===== src/rtl/param_queue.sv =====
// Parametrised show-ahead FIFO with mark/rewind replay and sticky error flags.
// o_data is a registered copy of the head entry; all flags derive from registers.
`ifndef BIT_P_GROUP
`define BIT_P_GROUP 8
`endif
`ifndef QUEUE_SIZE
`define QUEUE_SIZE 16
`endif

module param_queue #(
    parameter int WIDTH    = `BIT_P_GROUP,
    parameter int DEPTH    = `QUEUE_SIZE,
    parameter int AF_LEVEL = DEPTH - 2
) (
    input  logic                   clk,
    input  logic                   rst,
    input  logic                   i_init,
    input  logic                   i_store,
    input  logic [WIDTH-1:0]       i_data,
    input  logic                   i_take,
    input  logic                   i_mark,
    input  logic                   i_rewind,
    input  logic                   i_release,
    output logic [WIDTH-1:0]       o_data,
    output logic                   o_valid,
    output logic                   o_full,
    output logic                   o_almost_full,
    output logic [$clog2(DEPTH):0] o_count,
    output logic                   o_overflow,
    output logic                   o_underflow
);
    localparam int AW = $clog2(DEPTH);
    localparam int PW = AW + 1;
    localparam logic [PW-1:0] DEPTH_P = PW'(DEPTH);
    localparam logic [PW-1:0] AF_P    = PW'(AF_LEVEL);

    logic [WIDTH-1:0] mem [DEPTH];
    logic [PW-1:0]    r_ptr, w_ptr, mark_ptr;
    logic             mark_active;

    logic [PW-1:0]    base, used;
    logic             rewind_ok, take_ok, store_ok;
    logic             ovf_set, unf_set;
    logic [PW-1:0]    r_next, w_next, mark_next;
    logic             mark_active_next;
    logic [WIDTH-1:0] data_next;

    // Store/take are single-cycle requests, no backpressure: a request is either
    // accepted on the edge it is sampled or dropped and recorded in a sticky flag.
    assign base          = mark_active ? mark_ptr : r_ptr;
    assign used          = w_ptr - base;
    assign o_count       = w_ptr - r_ptr;
    assign o_valid       = (w_ptr != r_ptr);
    assign o_full        = (used == DEPTH_P);
    assign o_almost_full = (used >= AF_P);

    always_comb begin
        rewind_ok = i_rewind & mark_active;
        take_ok   = i_take & o_valid & ~rewind_ok;
        unf_set   = i_take & ~o_valid & ~rewind_ok;
        // A take only frees its slot when no mark (old or new) protects it.
        store_ok  = i_store & ((used < DEPTH_P) | (take_ok & ~mark_active & ~i_mark));
        ovf_set   = i_store & ~store_ok;

        r_next = r_ptr;
        if (rewind_ok)
            r_next = mark_ptr;
        else if (take_ok)
            r_next = r_ptr + PW'(1);

        w_next           = store_ok ? (w_ptr + PW'(1)) : w_ptr;
        mark_next        = rewind_ok ? mark_ptr : r_ptr;
        mark_active_next = i_mark | (mark_active & ~i_release);

        // Bypass when the new head is the slot being written this cycle.
        if (store_ok && (r_next == w_ptr))
            data_next = i_data;
        else
            data_next = mem[r_next[AW-1:0]];
    end

    always_ff @(posedge clk) begin
        if (store_ok)
            mem[w_ptr[AW-1:0]] <= i_data;
    end

    always_ff @(posedge clk) begin
        if (rst || i_init) begin
            r_ptr       <= '0;
            w_ptr       <= '0;
            mark_ptr    <= '0;
            mark_active <= 1'b0;
            o_data      <= '0;
            o_overflow  <= 1'b0;
            o_underflow <= 1'b0;
        end else begin
            r_ptr       <= r_next;
            w_ptr       <= w_next;
            mark_active <= mark_active_next;
            o_data      <= data_next;
            if (i_mark)
                mark_ptr <= mark_next;
            if (ovf_set)
                o_overflow <= 1'b1;
            if (unf_set)
                o_underflow <= 1'b1;
        end
    end
endmodule

===== config.mk =====
export PLATFORM = sky130hd
export DESIGN_NAME = param_queue
export DESIGN_NICKNAME = d
export VERILOG_FILES = /design/src/rtl/param_queue.sv
export SDC_FILE = /design/constraint.sdc
export NUM_CORES = 1
export LEC_CHECK = 0
export ABC_AREA = 1
export CORE_AREA = 2 2 119 167
export DETAILED_ROUTE_END_ITERATION = 16
export DIE_AREA = 0 0 121 169
export PLACE_DENSITY_LB_ADDON = 0.05
export SYNTH_ARGS = -nofsm -noshare
export SYNTH_HDL_FRONTEND = slang
export SYNTH_SLANG_ARGS = --single-unit

===== constraint.sdc =====
create_clock -name clk -period 3.2 [get_ports clk]
set_clock_uncertainty 0.2 [all_clocks]
set_input_delay 0.64 -clock clk [delete_from_list [all_inputs] [get_ports clk]]
set_output_delay 0.64 -clock clk [all_outputs]
set_load 0.01 [all_outputs]

# --- Word-level counts from Yosys, hierarchy flattened ---
# Memory sizes are Yosys's and may differ from the RTL's.
# Index checks and enable logic that the tools add are counted.
totals:
  n_memories: 1
  out_inout_bits: 18
  ff_bits: 26
  inputBits: 16
  mem_bits_rw: 128
  word_cells: 44
classes:
  muxes: 6
  bitwise_logic: 18
  n_addsub: 4
  n_lt_le_gt_ge: 2
  reduce_logical: 3
  n_eq_ne: 3
mem_list:
  columns: ["name", "words", "width", "rd", "rd_ports_with_merged_regs", "write_ports", "line_no", "rtl"]
  rows:
  - ["mem", 16, 8, 1, 0, 1, "37", "logic [WIDTH-1:0] mem [DEPTH];"]
op_table:
  columns: ["operator", "count"]
  rows:
  - ["$mux 5", 3]
  - ["$add 5x1->5 const B", 2]
  - ["$and 1x1->1", 10]
  - ["$sub 5x5->5", 2]
  - ["$mux 8", 1]
  - ["$not 1->1", 6]
  - ["$eq 5x5->1", 1]
  - ["$eq 5x5->1 const B", 1]
  - ["$ge 5x4->1 const B", 1]
  - ["$lt 5x5->1 const B", 1]
  - ["$ne 5x5->1", 1]
  - ["$mux 1", 2]
  - ["$or 1x1->1", 2]
  - ["$reduce_and 2->1", 1]
  - ["$logic_and 1x1->1", 1]
  - ["$logic_or 1x1->1", 1]

# --- Depth between registers and ports, before layout ---
# Gate-level depths: netlist of run 1.
logic_depth:
  ltp_word: 9
  mapped_depth: 19
  ltp_nobuf: 18

# --- Worst setup path before layout of run 1 ---
# Ideal clock, no wire load.
synth_path:
  kind: "register to register"
  startpoint: "register r_ptr[0]"
  endpoint: "memory mem[15][0] (netlist bit), enable pin"
  setup_ps: 374
  arrival_ps: 2187
  t_required_ps: 2626
  stages_incl_launch_ff: 13
  path_slack_ps: 440
  synth_period_minus_slack_ps: 2760
  n_path_buf: 0
  cell_sequence: "dfxtp_1 inv_1 o21ai_0 ha_1 inv_1 fa_1 nand3_1 nand3_1 nand3_1 nand2_1 inv_2 nand2_1 nor2_1"
synth_between:
  elab_chain_cells: 9
  word_cells_on_any_way: 12
  classes_between: "add/sub: 1; order compare: 1; eq/ne: 1; mux: 3; bitwise: 6"
synth_rtl:
  columns: ["item", "line_no", "rtl"]
  rows:
  - ["start: declaration", "38", "logic [PW-1:0] r_ptr, w_ptr, mark_ptr;"]
  - ["start signal: assignment", "97", "r_ptr <= r_next;"]
  - ["parallel branches: the longest is 5 deep, another holds $sub 5x5->5", null, null]
  - ["$or 1x1->1 (*)", "62", "store_ok = i_store & ((used < DEPTH_P) | (take_ok & ~mark_active & ~i_mark));"]
  - ["$and 1x1->1 (*)", "62", null]
  - ["$mux 1 (*)", "83", "if (store_ok)"]
  - ["$mux 1 (implied by the code) (*)", "84", "mem[w_ptr[AW-1:0]] <= i_data;"]
  - ["end: declaration", "37", null]
# Every way passes the cells marked *.

# --- Worst setup path in the final report of run 1 ---
layout_path:
  startpoint: "register r_ptr[0]"
  endpoint: "output port o_count[2]"
layout_between:
  elab_chain_cells: 1
layout_rtl:
  columns: ["item", "line_no", "rtl"]
  rows:
  - ["$sub 5x5->5", "52", "assign o_count = w_ptr - r_ptr;"]
  - ["end: declaration", "28", "output logic [$clog2(DEPTH):0] o_count,"]
# No other way between the ends.

==> results of run 1 <==
==> area by class of cell <==
cell class | instances | area [um2]
Multi-Input combinational cell | 483 | 2460
Timing Repair Buffer | 81 | 753
Tap cell | 248 | 310
Fill cell | 1834 | 10100
Clock buffer | 17 | 425
Inverter | 121 | 454
Clock inverter | 15 | 125
Sequential cell | 154 | 4370
==> worst max path at each step <==
stage	from	slack [ns]	endpoint
after floorplan	r_ptr[0]	0.44	mem[15][0]
after global placement	i_rewind	0.002	mem[15][7]
after detailed placement	i_rewind	0.02	o_data[4]
after CTS	mark_active	0.05	o_full
after global routing	r_ptr[0]	0.001	o_count[2]
final	r_ptr[0]	0.11	o_count[2]
==> critical path: cells and delay by family, from the launching register on <==
kind                       cells  cell delay (ns)
DFF                            1             0.31
adders and majority gates      2             0.65
buffers and inverters          2             0.71
xor gates and xnor gates       1             0.16
==> repair_timing <==
item                       4_1_cts  5_1_grt
setup buffers                    1        0
resized for setup                9        9
pin swaps                        1        1
setup endpoints to repair        4        8
==> synth_stat cells <==
cell type,instances
sky130_fd_sc_hd__nand2_1,163
sky130_fd_sc_hd__nand3_1,139
sky130_fd_sc_hd__edfxtp_1,128
sky130_fd_sc_hd__inv_1,115
sky130_fd_sc_hd__nor2_1,64
sky130_fd_sc_hd__nand3b_1,32
sky130_fd_sc_hd__dfxtp_1,26
sky130_fd_sc_hd__a21oi_1,20
sky130_fd_sc_hd__o21ai_0,14
sky130_fd_sc_hd__ha_1,13
sky130_fd_sc_hd__buf_2,11
sky130_fd_sc_hd__clkbuf_1,7
sky130_fd_sc_hd__nand2_2,7
sky130_fd_sc_hd__buf_6,6
sky130_fd_sc_hd__inv_2,6
sky130_fd_sc_hd__nand4_1,6
sky130_fd_sc_hd__nor2_2,4
sky130_fd_sc_hd__buf_1,3
sky130_fd_sc_hd__nand2_4,3
sky130_fd_sc_hd__xnor2_1,3
sky130_fd_sc_hd__xor2_1,3
sky130_fd_sc_hd__buf_4,2
sky130_fd_sc_hd__buf_8,2
sky130_fd_sc_hd__fa_1,2
sky130_fd_sc_hd__nand3_2,2
sky130_fd_sc_hd__a211oi_1,1
sky130_fd_sc_hd__and3_1,1
sky130_fd_sc_hd__nand4_2,1
sky130_fd_sc_hd__nor2_4,1
sky130_fd_sc_hd__nor3_1,1
sky130_fd_sc_hd__o21a_1,1
sky130_fd_sc_hd__o31ai_1,1
sky130_fd_sc_hd__or2_2,1
==> through the flow <==
step           util [%]  cells  area (um2)
2_1_floorplan         -    789        7460
4_1_cts            46.8   1119        8880
6_report           46.8   1119        8900
3_3_place_gp       43.8   1086        8330
5_1_grt            46.8   1119        8900
3_5_place_dp       43.8   1086        8330
==> cells in the final DEF, fill, tap and decap left out, types with 4 or more instances in the layout <==
master,netlist,layout
sky130_fd_sc_hd__nand2_1,163,162
sky130_fd_sc_hd__ha_1,13,13
sky130_fd_sc_hd__a21oi_1,20,20
sky130_fd_sc_hd__nand3b_1,32,32
sky130_fd_sc_hd__buf_12,0,6
sky130_fd_sc_hd__nand4_1,6,6
sky130_fd_sc_hd__clkinvlp_4,0,5
sky130_fd_sc_hd__o21ai_0,14,10
sky130_fd_sc_hd__buf_4,2,42
sky130_fd_sc_hd__nand3_1,139,139
sky130_fd_sc_hd__clkdlybuf4s50_1,0,29
sky130_fd_sc_hd__inv_2,6,6
sky130_fd_sc_hd__inv_1,115,115
sky130_fd_sc_hd__o21ai_1,0,4
sky130_fd_sc_hd__edfxtp_1,128,128
sky130_fd_sc_hd__nor2_2,4,4
sky130_fd_sc_hd__nor2_1,64,63
sky130_fd_sc_hd__dfxtp_1,26,25
sky130_fd_sc_hd__nand2_2,7,8
sky130_fd_sc_hd__clkbuf_16,0,17
==> flip-flops by register name, summed over array words and instances, names as in the netlist <==
signal / count
r_ptr: 5
w_ptr: 5
mark_ptr: 5
o_data: 8
mem: 128
mark_active: 1
o_underflow: 1
o_overflow: 1
==> cells by family (layout without fill, tap and decap cells) <==
family / after synthesis / count (layout) / share of synthesized area (%)
simple gates: 425 / 425 / 26.7
compound gates: 37 / 37 / 2.58
buf+inv: 152 / 234 / 8.84
flops: 154 / 154 / 58.5
xor+xnor: 6 / 6 / 0.704
fa+ha+maj: 15 / 15 / 2.72
==> layer usage <==
metal / vias up / wire length (um) / global-route usage [%]
met1: 2711 / 8360 / 25.5
met3: 43 / 789 / 4.04
met4: 0 / 976 / 10.2
met5: - / 0 / 0
met2: 141 / 10900 / 38.1
li1: 2747 / - / -
==> report_power, final <==
group	switching, mW	internal [mW]	total [mW]
clock	0.820	1.07	1.89
combinational	0.849	0.482	1.33
sequential	0.0226	2.22	2.24
==> results list, run 1 <==
- The flow ran to the end, and the final reports show no timing, DRC or antenna violations.
* Stage delay of the slowest cell on the critical path: 0.56 ns
- Setup total negative slack on the finished layout was measured at 0 ns.
* Count of hold-fix buffers inserted at cts: 0
* Overflow after GRT: 0
- Number of flip-flops and latches in the synthesized netlist: 154
* Cell area after technology mapping: 7460 um2
- FF-to-FF path depth: 17
* DIE WIDTH: 121 um
- Largest fanout on the critical path: 5
* Cell at the slowest stage of the critical path: sky130_fd_sc_hd__clkdlybuf4s50_1
* Post-synth top area share: 51.5%
- Dividing the detail-routed via count by the number of cells gives 5.04.
- On the final layout, the worst hold slack is 0.255 ns.
- Of all cell types, the one taking the most synthesized area is sky130_fd_sc_hd__edfxtp_1.
- Clock slew at reported path FFs: 0.06 ns
* Hold Crit Class: register to register
- Clock tree from TritonCTS: yes
* Wire length after detailed routing: 21000 um
- Fraction of layout instances using a drive strength above 1: 12.7%
* Yosys warnings: 0
* Cell types occupying the most area after synthesis: sky130_fd_sc_hd__edfxtp_1 (52%), sky130_fd_sc_hd__nand3_1 (9.3%), sky130_fd_sc_hd__nand2_1 (8.2%), sky130_fd_sc_hd__dfxtp_1 (7.0%), sky130_fd_sc_hd__inv_1 (5.8%)
- Critical R2R Launch: r_ptr[2]
* Total count of hold-check failures in the final report: 0
- Setup crit end kind: output pin
- In the final routed layout, each cell accounts on average for 18.8 um.
- Antenna violation net count after detailed routing: 0
- After synthesis, flip-flops and latches occupy 58.5% of the total area.
* Post-Place Worst Slack: 0.0246 ns
- Entering global routing, the biggest net connects 58 pins.
- DRC: 0
- Overall Global Routing Usage: 21.8%
- Power spread over the standard cell area amounts to 614 nW/um2.
- CTS Buffer Depth: 2
- In the finished design, the share of the clock period the worst path needs comes to 96.5%.
- The number of clock buffers added by TritonCTS is 17.
- Worst hold path depth: 2
- HPWL after DPL: 14300 um
- After layout, the design draws a total of 5.46 mW.
- Count of final setup violators: 0
- Setup repair after global routing left no endpoint under its margin.
- Root buf cell: sky130_fd_sc_hd__clkbuf_16
* Worst Path Class, Setup: register to output pin
* Syn avg cell area: 9.46 um2
- Required @ worst endpoint: 2.36 ns
- Initial drt markers: 366
- In this run the standard cell core region covers 19000 um2.
- Worst path arrival time: 2.25 ns
- Number of vias after detailed routing: 5642
- Static timing analysis puts the maximum clock frequency at 0.324 GHz.
- The startpoint identified for the worst hold timing path is o_overflow.
* Antenna violations before repair: 0
- CTS H-tree lvls: 4
* Cell row count: 60
- The endpoint identified for the worst register-to-register timing path is o_data[4].
- For flop-to-flop paths, the worst setup slack is 0.25 ns.
- At the end of routability-driven placement, the weighted congestion stood at 0.901.
- Worst IR Drop VDD: 0.323 mV
- For hold timing, the worst endpoint is o_overflow.
- Count of unique library cells instantiated by Yosys: 33
* Relative area change from synthesis to final layout: 19.2%
- The first global-routing pass estimated 32800 um of wire.
- Critical path startpoint category: register
- Clock net sink count: 154
- In this run the tightest slew margin relative to its limit is 47.5%.
- The tool flagged a number of max-cap violations equal to 0.
- For the worst-skew pair, the clock arrives at the later sink with an insertion delay of 0.43 ns.
* Number of detailed-route iterations in the first pass: 5
- In this run the vertical extent of the chip is 169 um.
- The initial utilization of the core area, before any placement, comes to 39.3%.
- The die covers 20400 um2.
- Via count of the first global-routing pass: 5702
- Post-Synthesis Cells: 789
- 0 antenna diodes ended up in the layout.
* PnR worst setup slack: 0.113 ns
- At the pin with the least slew margin, the transition time is 0.786 ns.
- The number of nets in the synthesized netlist is 820.
- Cell breakdown of the critical path: buf_4, ha_1, fa_1, xnor2_1, clkdlybuf4s50_1
* Number of I/O port buffers: 33
- I/O Pins: 34
- Slew Viols, Final: 0
* Cell leakage power: 3.74 nW
- After layout, the minimum clock period comes to 3.09 ns.
* Final-stage net count: 889
No activity file was read; power rests on OpenSTA's default activity.
==> inputs of run 2 (changes only) <==
--- a/config.mk
+++ b/config.mk
@@ -6,9 +6,10 @@
 export NUM_CORES = 1
 export LEC_CHECK = 0
 export ABC_AREA = 1
-export CORE_AREA = 2 2 119 167
+export CORE_AREA = 2 2 141 199
 export DETAILED_ROUTE_END_ITERATION = 16
-export DIE_AREA = 0 0 121 169
+export DIE_AREA = 0 0 143 201
+export GPL_TIMING_DRIVEN = 0
 export PLACE_DENSITY_LB_ADDON = 0.05
 export SYNTH_ARGS = -nofsm -noshare
 export SYNTH_HDL_FRONTEND = slang
==> run 2 against run 1 <==
Compared with the run above: utilization decreased by 13 points; maximum frequency decreased by 0.39%; cell count increased by 9.7%; sequential power about the same; flip-flop and latch count unchanged; global-route usage decreased by 4.2 points; wire length increased by 15%; via count decreased by 1.3%; final area increased by 3.3%; setup slack got worse by 0.012 ns; critical endpoint is now o_almost_full; largest power group unchanged.
==> results list, run 2 (synthesis gave the netlist of run 1 again) <==
- Final-stage net count: 876 (was 889)
* I/O Pins: 34 (unchanged)
* Cts bufs inserted: 17 (unchanged)
* HPWL after DPL: 17400 um (was 14300 um)
- The path class of the lowest-slack min-delay path was register to register (unchanged).
- The final instance count without filler cells is 1228 (was 1119).
- The endpoint kind of the worst setup timing path is an output pin (unchanged).
- Floorplan die height: 201 um (was 169 um)
* Maximum clock frequency: 0.323 GHz (was 0.324 GHz)
- Number of detailed-route iterations in the first pass: 5 (unchanged)
- DRC: 0 (unchanged)
- RSZ-0062 raised after global routing: yes (was no).
- CTS H-tree lvls: 4 (unchanged)
- The overall routing resource usage was 17.6% (was 21.8%).
* Critical path startpoint category: register (unchanged)
- The clock-pin slew on the worst setup and hold paths is 0.06 ns (about the same).
- The total overflow reported by the global router was 0 (unchanged).
- The area enclosed by the die boundary came to 28700 um2 (was 20400 um2).
- Cell leakage power: 3.75 nW (was 3.74 nW)
- The number of max-slew violations in the final report is 0 (unchanged).
* Largest fanout on the critical path: 5 (unchanged)
- Antenna violation net count after detailed routing: 0 (unchanged)
- Fraction of layout instances using a drive strength above 1: 15.4% (was 12.7%)
- The TritonCTS sink count is 154 (unchanged).
- Clock tree from TritonCTS: yes (unchanged)
- Part of the cycle the worst path needs: 96.8% (was 96.5%)
* Later-pin clock latency in the skew report: 0.44 ns (was 0.43 ns)
- Largest register FFs: 128 (unchanged)
* Worst IR Drop VDD: 0.413 mV (was 0.323 mV)
* FF-to-FF path depth: 11 (was 17)
- Relative slew margins: 31.7% (was 47.5%)
- Root buf cell: sky130_fd_sc_hd__clkbuf_16 (unchanged)
- Via count of the first global-routing pass: 5755 (was 5702)
- The initial standard-cell utilization of the core is 27.5% (was 39.3%).
- Routed wirelength normalized by instance count: 19.6 um (was 18.8 um)
- The post-route minimum period came to 3.10 ns (was 3.09 ns).
- The detail-routed via count per cell came to 4.54 (was 5.04).
* Wire length after detailed routing: 24000 um (was 21000 um)
- The startpoint-to-endpoint class of the critical path is register to output pin (unchanged).
- Initial drt markers: 311 (was 366)
- The transition time at the pin with the least slew margin came to 1.02 ns (was 0.786 ns).
* Cell row count: 72 (was 60)
* Cell count after placement: 1192 (was 1086)
- The final design area excluding fillers was 9190 um2 (was 8900 um2).
- Relative area change from synthesis to final layout: 23.2% (was 19.2%)
- Antenna Cells: 0 (unchanged)
* CTS Buffer Depth: 2 (unchanged)
* Area of the core region: 27100 um2 (was 19000 um2)
- The power density over cell area is 631 nW/um2 (was 614 nW/um2).
* Area post-placement: 8250 um2 (was 8330 um2)
- Number of I/O port buffers: 33 (unchanged)
- The hold violation total from the final report came to 0 (unchanged).
* Most frequent standard cell in the layout excluding fill and tap cells: sky130_fd_sc_hd__nand2_1 (unchanged)
- Wire length of the first global-routing pass: 36300 um (was 32800 um)
* Run status: complete, no violations (unchanged)
- The pin count of the biggest net entering global routing was 18 (was 58).
* Count of final setup violators: 0 (unchanged)
- The critical path required time was 2.36 ns (about the same).
- Most frequent cells in the layout: sky130_fd_sc_hd__nand2_1 (161), sky130_fd_sc_hd__nand3_1 (133), sky130_fd_sc_hd__edfxtp_1 (128) (was sky130_fd_sc_hd__nand2_1 (162), sky130_fd_sc_hd__nand3_1 (139), sky130_fd_sc_hd__edfxtp_1 (128))
- Reported max-cap violation count: 0 (unchanged)
- Antenna violations before repair: 0 (unchanged)
- The worst path arrival time is 2.26 ns (was 2.25 ns).
* RD Place Congestion: 0.909 (was 0.901)
- The via count came to 5571 (was 5642).
* Worst hold path depth: 2 (unchanged)
- The horizontal die dimension was 143 um (was 121 um).
[run 2: final cells by class]
cell class	instances	area, um2
fillers	2797	17900
clock buffers	21	483
well taps	370	463
multi-input cells	483	2670
plain buffers	30	218
flip-flops and latches	154	4390
repair buffers	38	378
clock inverters	11	140
inverters	121	457
[run 2: power breakdown]
group          leakage [nW]  internal (mW)  switching (mW)  total [mW]
clock                 0.312           1.32           0.845        2.16
combinational          2.07          0.477           0.918        1.39
sequential             1.37           2.22          0.0254        2.25
total                  3.75           4.02            1.79        5.80
[run 2: metal layers]
layer  GRT usage (%)  wire length [um]  share of wire [%]  vias up
met3            2.89               613                2.5       36
met1            20.5              9860                 41     2705
li1                -                 -                  -     2726
met5               0                 0                  0        -
met4            7.04               812                3.4        0
met2            31.7             12800                 53      104
[run 2: repair_timing]
action                                  4_1_cts  5_1_grt
setup buffers                                 1        3
gates resized for setup                      66       33
hold buffers                                  0        0
pin swaps                                     1        9
endpoints found under the setup margin      144      142
cloned                                        1        0
[run 2: through the flow]
| step | total power [mW] | setup WS (ns) | util [%] | hold slack, ns | setup TNS [ns] |
|---|---|---|---|---|---|
| 3_5_place_dp | 3.66 | -0.666 | 30.4 | 0.244 | -72.73 |
| 2_1_floorplan | 3.11 | 0.440 | - | 0.274 | 0 |
| 4_1_cts | 5.84 | 0.000605 | 33.4 | 0.254 | 0 |
| 3_3_place_gp | 3.66 | -0.620 | 30.4 | 0.254 | -70.02 |
| 5_1_grt | 6.08 | -0.0450 | 33.9 | 0.287 | -0.0893 |
| 6_report | 5.80 | 0.101 | 33.9 | 0.250 | 0 |
[run 2: worst paths after layout]
kind | startpoint | end | slack [ns]
worst min-delay path | o_overflow | o_overflow | 0.25
worst min register to register | o_overflow | o_overflow | 0.25
worst max-delay path | mark_active | o_almost_full | 0.10
worst max register to register | r_ptr[2] | mem[2][2] | 0.15
[run 2: worst max-delay path: stages, from the launching register on]
cell	delay, ns
sky130_fd_sc_hd__dfxtp_4	0.36
sky130_fd_sc_hd__buf_6	0.14
sky130_fd_sc_hd__o21ai_4	0.17
sky130_fd_sc_hd__ha_4	0.15
sky130_fd_sc_hd__inv_2	0.04
sky130_fd_sc_hd__fa_2	0.52
sky130_fd_sc_hd__inv_1	0.06
sky130_fd_sc_hd__o31ai_2	0.23
sky130_fd_sc_hd__buf_2	0.16
